--- src/rtl/a2d_rr_intf.sv ---
// Round-robin A2D sequencer: left load cell, right load cell, battery, one conversion per nxt.
// Define LD_AVG_EN to replace the raw load-cell codes with a 4-sample running mean.
module a2d_rr_intf #(
  parameter logic [2:0] LFT_CH  = 3'd0,
  parameter logic [2:0] RGHT_CH = 3'd4,
  parameter logic [2:0] BATT_CH = 3'd5
) (
  input  logic        clk,
  input  logic        rst_n,
  input  logic        nxt,
  input  logic        done,
  input  logic [15:0] rd_data,
  output logic        wrt,
  output logic [15:0] cmd,
  output logic [11:0] lft_ld,
  output logic [11:0] rght_ld,
  output logic [11:0] batt,
  output logic        ld_vld
);

  typedef enum logic [1:0] {IDLE, CNV1, GAP, CNV2} state_t;

  state_t      state, state_nxt;
  logic [1:0]  rr;
  logic [2:0]  ch;
  logic        wrt_nxt, cap;
  logic [1:0]  cap_ld;
  logic [11:0] code;

  always_comb begin
    case (rr)
      2'd1:    ch = RGHT_CH;
      2'd2:    ch = BATT_CH;
      default: ch = LFT_CH;
    endcase
  end

  assign cmd    = {2'b00, ch, 11'h000};
  assign code   = rd_data[11:0];
  assign cap_ld = {cap && (rr == 2'd1), cap && (rr == 2'd0)};

  // First transaction's reply belongs to the previous channel, so it is dropped.
  always_comb begin
    state_nxt = state;
    wrt_nxt   = 1'b0;
    cap       = 1'b0;
    case (state)
      IDLE: if (nxt) begin
        wrt_nxt   = 1'b1;
        state_nxt = CNV1;
      end
      CNV1: if (done) state_nxt = GAP;
      GAP: begin
        wrt_nxt   = 1'b1;
        state_nxt = CNV2;
      end
      CNV2: if (done) begin
        cap       = 1'b1;
        state_nxt = IDLE;
      end
      default: state_nxt = IDLE;
    endcase
  end

  always_ff @(posedge clk or negedge rst_n) begin
    if (!rst_n) begin
      state  <= IDLE;
      wrt    <= 1'b0;
      rr     <= 2'd0;
      ld_vld <= 1'b0;
      batt   <= 12'h000;
    end else begin
      state  <= state_nxt;
      wrt    <= wrt_nxt;
      ld_vld <= cap_ld[1];
      if (cap) rr <= (rr == 2'd2) ? 2'd0 : rr + 2'd1;
      if (cap && (rr == 2'd2)) batt <= code;
    end
  end

`ifdef LD_AVG_EN
  // Running sum always equals the sum of the history, so 14 bits never overflow.
  logic [1:0][3:0][11:0] hist;
  logic [1:0][13:0]      sum;

  always_ff @(posedge clk or negedge rst_n) begin
    if (!rst_n) begin
      hist <= '0;
      sum  <= '0;
    end else begin
      for (int c = 0; c < 2; c++) begin
        if (cap_ld[c]) begin
          sum[c]  <= sum[c] + 14'(code) - 14'(hist[c][3]);
          hist[c] <= {hist[c][2:0], code};
        end
      end
    end
  end

  assign lft_ld  = sum[0][13:2];
  assign rght_ld = sum[1][13:2];
`else
  always_ff @(posedge clk or negedge rst_n) begin
    if (!rst_n) begin
      lft_ld  <= 12'h000;
      rght_ld <= 12'h000;
    end else begin
      if (cap_ld[0]) lft_ld  <= code;
      if (cap_ld[1]) rght_ld <= code;
    end
  end
`endif

endmodule

--- config.mk ---
export PLATFORM = sky130hd
export DESIGN_NAME = a2d_rr_intf
export DESIGN_NICKNAME = d
export VERILOG_FILES = /design/src/rtl/a2d_rr_intf.sv
export SDC_FILE = /design/constraint.sdc
export NUM_CORES = 1
export LEC_CHECK = 0
export CORE_MARGIN = 2
export CORE_UTILIZATION = 50
export CTS_CLUSTER_DIAMETER = 50
export DETAILED_ROUTE_END_ITERATION = 10
export DONT_BUFFER_PORTS = 1
export PLACE_DENSITY = 0.62
export SYNTH_ARGS = -nofsm -noshare
export SYNTH_HDL_FRONTEND = slang
export SYNTH_SLANG_ARGS = --single-unit
export TNS_END_PERCENT = 5
--- constraint.sdc ---
create_clock -name clk -period 1.7 [get_ports clk]
set_input_delay 0.34 -clock clk [delete_from_list [all_inputs] [get_ports clk]]
set_output_delay 0.34 -clock clk [all_outputs]
set_load 0.02 [all_outputs]
# After elaboration in Yosys (flattened, before gate mapping)
# Index checks and enable logic that the tools add are counted.
# word_totals
regBits	42
# classes
n_addsub	1
n_eq_ne	8
mux	10
n_reduce_logical	6
# ops
cell	count
$mux 2	4
$pmux 2 s4	1
$eq 2x2->1 const B	3
$ne 2x2->1 const B	3
$pmux 3 s2	1
$eq 2x1->1 const B	2
$logic_not 2->1	2
$logic_and 1x1->1	3
$mux 1	3
$reduce_and 3->1	1
$add 2x1->2 const B	1
$pmux 1 s2	1

# Longest topological paths before layout
# logic_depth
word_depth	3
ltp_mapped	5

# Worst setup path after synthesis
# OpenSTA, ideal clock, no wires.
# synth_timing
path_kind	register -> register
startpoint	reg rr[0]
endpoint	reg batt[0]
t_arrival_ps	1348
t_required_ps	1575
slack_ps	226
path_stages_with_launch	6
period_less_slack_ps	1474
path_cell_list	dfrtp_1 inv_1 ha_1 nand3_2 buf_6 mux2_4
# synth_between
elab_chain_len	2
# synth_lines
item	line_no	text
start: declaration	24	logic [1:0] rr;
start signal: assignment	76	if (cap) rr <= (rr == 2'd2) ? 2'd0 : rr + 2'd1;
$eq 2x2->1	77	if (cap && (rr == 2'd2)) batt <= code;
$logic_and 1x1->1	77	
end signal: assignment	77	
end: declaration	17	output logic [11:0] batt,
# Every way passes these cells.
# A chain may end at the register's enable or synchronous reset.

# Final worst setup path
# layout_timing
startpoint	reg state[1]
endpoint	reg rght_ld[8]
# layout_between
elab_chain_len	3
# layout_lines
item	line_no	text
start: declaration	23	state_t state, state_nxt;
start signal: assignment	73	state <= state_nxt;
$eq 2x2->1	47	case (state)
$mux 1	47	
$logic_and 1x1->1	40	assign cap_ld = {cap && (rr == 2'd1), cap && (rr == 2'd0)};
end signal: assignment	109	if (cap_ld[1]) rght_ld <= code;
end: declaration	16	output logic [11:0] rght_ld,
# Every way passes these cells.

==> results by group <==
STA
  • Final Cycle Share: 90.1%
  • Count of pins over their slew limit: 0
  • Post-route setup TNS: 0 ns
  • Count of final hold-check violations: 0
  • Post-route minimum period: between 1.5 and 2 ns
  • Setup-failing EPs final: 0
  • Worst clock skew: approximately 0.0038 ns
  • Fmax: between 600 and 700 MHz
  • Unrepaired setup endpoints after global routing: no

Critical path
  • CP max FO: 14
  • Setup crit end kind: flop
  • CP arrival: ~1.7 ns
  • Crit path cell chain: ha_1, nand3_4, mux2_4
  • Critical path launch point: state[1]$_DFFE_PN0P_
  • Crit Path Class: reg -> reg
  • R2R Path Start: state[1]$_DFFE_PN0P_
  • Crit-path max cell delay: slightly above 0.4 ns
  • Worst path slowest cell: dfrtp_1
  • Worst setup SP type: flop
  • Crit path required time: 1.87 ns

Synthesis
  • Most area-hungry cell type in the Yosys netlist: dfrtp_1
  • Mean Syn Cell Area: between 15 and 20 um^2
  • Synth Cell Area: 1940 um^2
  • Seq cells post-synth: 42
  • Top cell type's share of synthesized area: 54.1%
  • Distinct cells, synth: 15
  • Register area share after synthesis: about 54%
  • Synth area leaders: dfrtp_1, mux2_4, ha_1
  • Synth Warn #: 0
  • Cells after Synth: roughly 120

Power and ir drop
  • Gate power share: between 20% and 30%
  • Power, Total: 0.00438 W
  • Pwr/cell area: ~2100 nW/um^2
  • Switch Pwr: 0.00168 W
  • Pleak: between 1 and 1.5 nW
  • Clock share of power: a little under a fifth
  • IR drop worst, VDD: 0.000982 V
  • Sw Share: a little under two fifths
  • Seq pwr share: approximately 54%
  • Internal Power: about 0.0027 W

Clock network
  • Clock slew at reported path FFs: around 0.080 ns
  • Post-CTS sizing: 0
  • Clk_lat worst skew: around 0.28 ns
  • Clk root buf: clkbuf_8
  • H-Tree Depth: 2
  • Sink Count: 42
  • Num CTS Buffers: 5
  • Clock Path Buffers: 2
  • CTS tree: yes

Cells and area
  • Commonest non-fill, non-tap cells in the layout: dfrtp_1, mux2_4, conb_1, mux2_2, ha_1
  • Footprint of the multi-input gates: approximately 780 um^2
  • Ant diodes: 0
  • Fin nets: approximately 160
  • Commonest non-fill, non-tap cell in the layout: dfrtp_1
  • Reg area: around 1100 um^2
  • Synth-to-Final Area Change: 8.25%
  • Finished Core Util: between 50% and 60%
  • Share of layout cells above drive strength 1: slightly below 40%
  • Fillers: around 290

Placement
  • Post-DP HPWL: around 2.2 mm
  • Routability Congestion: slightly below 0.7
  • Buffers on Ports: 0

Detailed routing
  • Via density: between 4 and 5
  • Post-DRT Antenna Nets: 0
  • Vias after detailed routing: approximately 900
  • First DRT Iteration DRCs: 95
  • Wirelength per Cell: around 18 um
  • Drt pass-1 iters: 4
  • Drc violations: 0
  • Post-Route WL: ~3.2 mm

Min path
  • Worst hold path type: in -> reg
  • HP Start: nxt

Die
  • Core area: between 3000 and 4000 um^2
  • Initial core utilization: 52.6%
  • Die Width: 66.3 um
  • DIE HEIGHT: ~66 um
  • I/O pin count: between 70 and 80
  • Die area: between 4000 and 5000 um^2
  • Row Count: 22

Global routing
  • GRT Residual Overflow: 0
  • GRT Total Usage: 15.1%
  • Vias in the first global route: 930
  • Global-route wire length before repair: 4.91 mm
  • Initial antenna violation count: 0
  • Largest net degree at the start of global routing: 43

Run status
  • Status: finished, final reports clean

Flow run
  • Max_cap viols: 0
==> power groups by stage <==
stage / clock network [W] / logic, W / registers (W)
2_1_floorplan: 0 / 0.00107 / 0.00229
3_3_place_gp: 0 / 0.00114 / 0.00239
3_5_place_dp: 0 / 0.00119 / 0.00241
4_1_cts: 0.000804 / 0.00122 / 0.00240
5_1_grt: 0.000848 / 0.00132 / 0.00245
6_report: 0.000793 / 0.00120 / 0.00238
==> cell type report <==
cell class	count	share of cell area [%]
inverters	6	1.07
clock inverters	1	1.43
flip-flops and latches	42	50.0
multi-input cells	72	37.0
well taps	48	2.86
repair buffers	5	3.69
clock buffers	6	3.93
==> metrics by stage <==
step                setup slack [ns]  cells  hold slack [ns]  area, um^2
detailed placement             0.174    171           0.0452        1960
global placement               0.216    171           0.0454        1960
CTS                            0.161    180            0.171        2100
global route                  0.0843    180            0.183        2100
finish                         0.169    180            0.177        2100
floorplan                      0.226    137           0.0444        1990
==> sequential cells by signal, summed over array words and instances (netlist names) <==
| register | cells |
|---|---|
| lft_ld | 12 |
| ld_vld | 1 |
| wrt | 1 |
| batt | 12 |
| rr | 2 |
| state | 2 |
| rght_ld | 12 |
==> synth_stat cells, drive strengths merged <==
cell and count:
o22ai 1, conb 1, dfrtp 42, nand3 3
nor2 2, mux2i 1, buf 17, mux2 38
ha 9, inv 6, a21o 1, nand2 3
==> worst max-delay path: cells and delay by family (launching register included) <==
kind / cells / cell delay [ns]
muxes: 1 / 0.39
DFF: 1 / 0.41
and+or+nand+nor: 1 / 0.30
adders and majority gates: 1 / 0.33
==> worst paths after layout <==
check                      slack (ns)                endpoint  cells past startpoint
max                              0.17  rght_ld[8]$_DFFE_PN0P_                      3
min                              0.18           wrt$_DFF_PN0_                      1
max reg2reg                      0.17  rght_ld[8]$_DFFE_PN0P_                      3
min reg2reg                      0.53       rr[1]$_DFFE_PN0P_                      2
max in group asynchronous        0.97     batt[3]$_DFFE_PN0P_                      2
min in group asynchronous        0.52  rght_ld[4]$_DFFE_PN0P_                      2
==> routing by layer <==
layer  vias up  track usage (%)  routed length (um)  share of wire, %
met5         -                0                   0                 0
met4         0             5.87                  34               1.1
met3         5             6.47                 301               9.4
met2        40             23.0                1460                46
met1       451             18.8                1400                44
li1        402                -                   -                 -
==> cell families after synthesis <==
logic type	share of synthesized area (%)
AOI/OAI and AO/OA	0.709
buffers and inverters	8.31
DFF	54.1
adders and majority gates	5.80
other	0.193
muxes	28.0
and+or+nand+nor	2.90
==> what timing repair did <==
| action | 4_1_cts | 5_1_grt |
|---|---|---|
| hold buffers | 2 | 0 |
| setup buffers | 0 | 0 |
| endpoints found under the hold margin | 42 | 0 |
No activity file was read; power rests on OpenSTA's default activity.
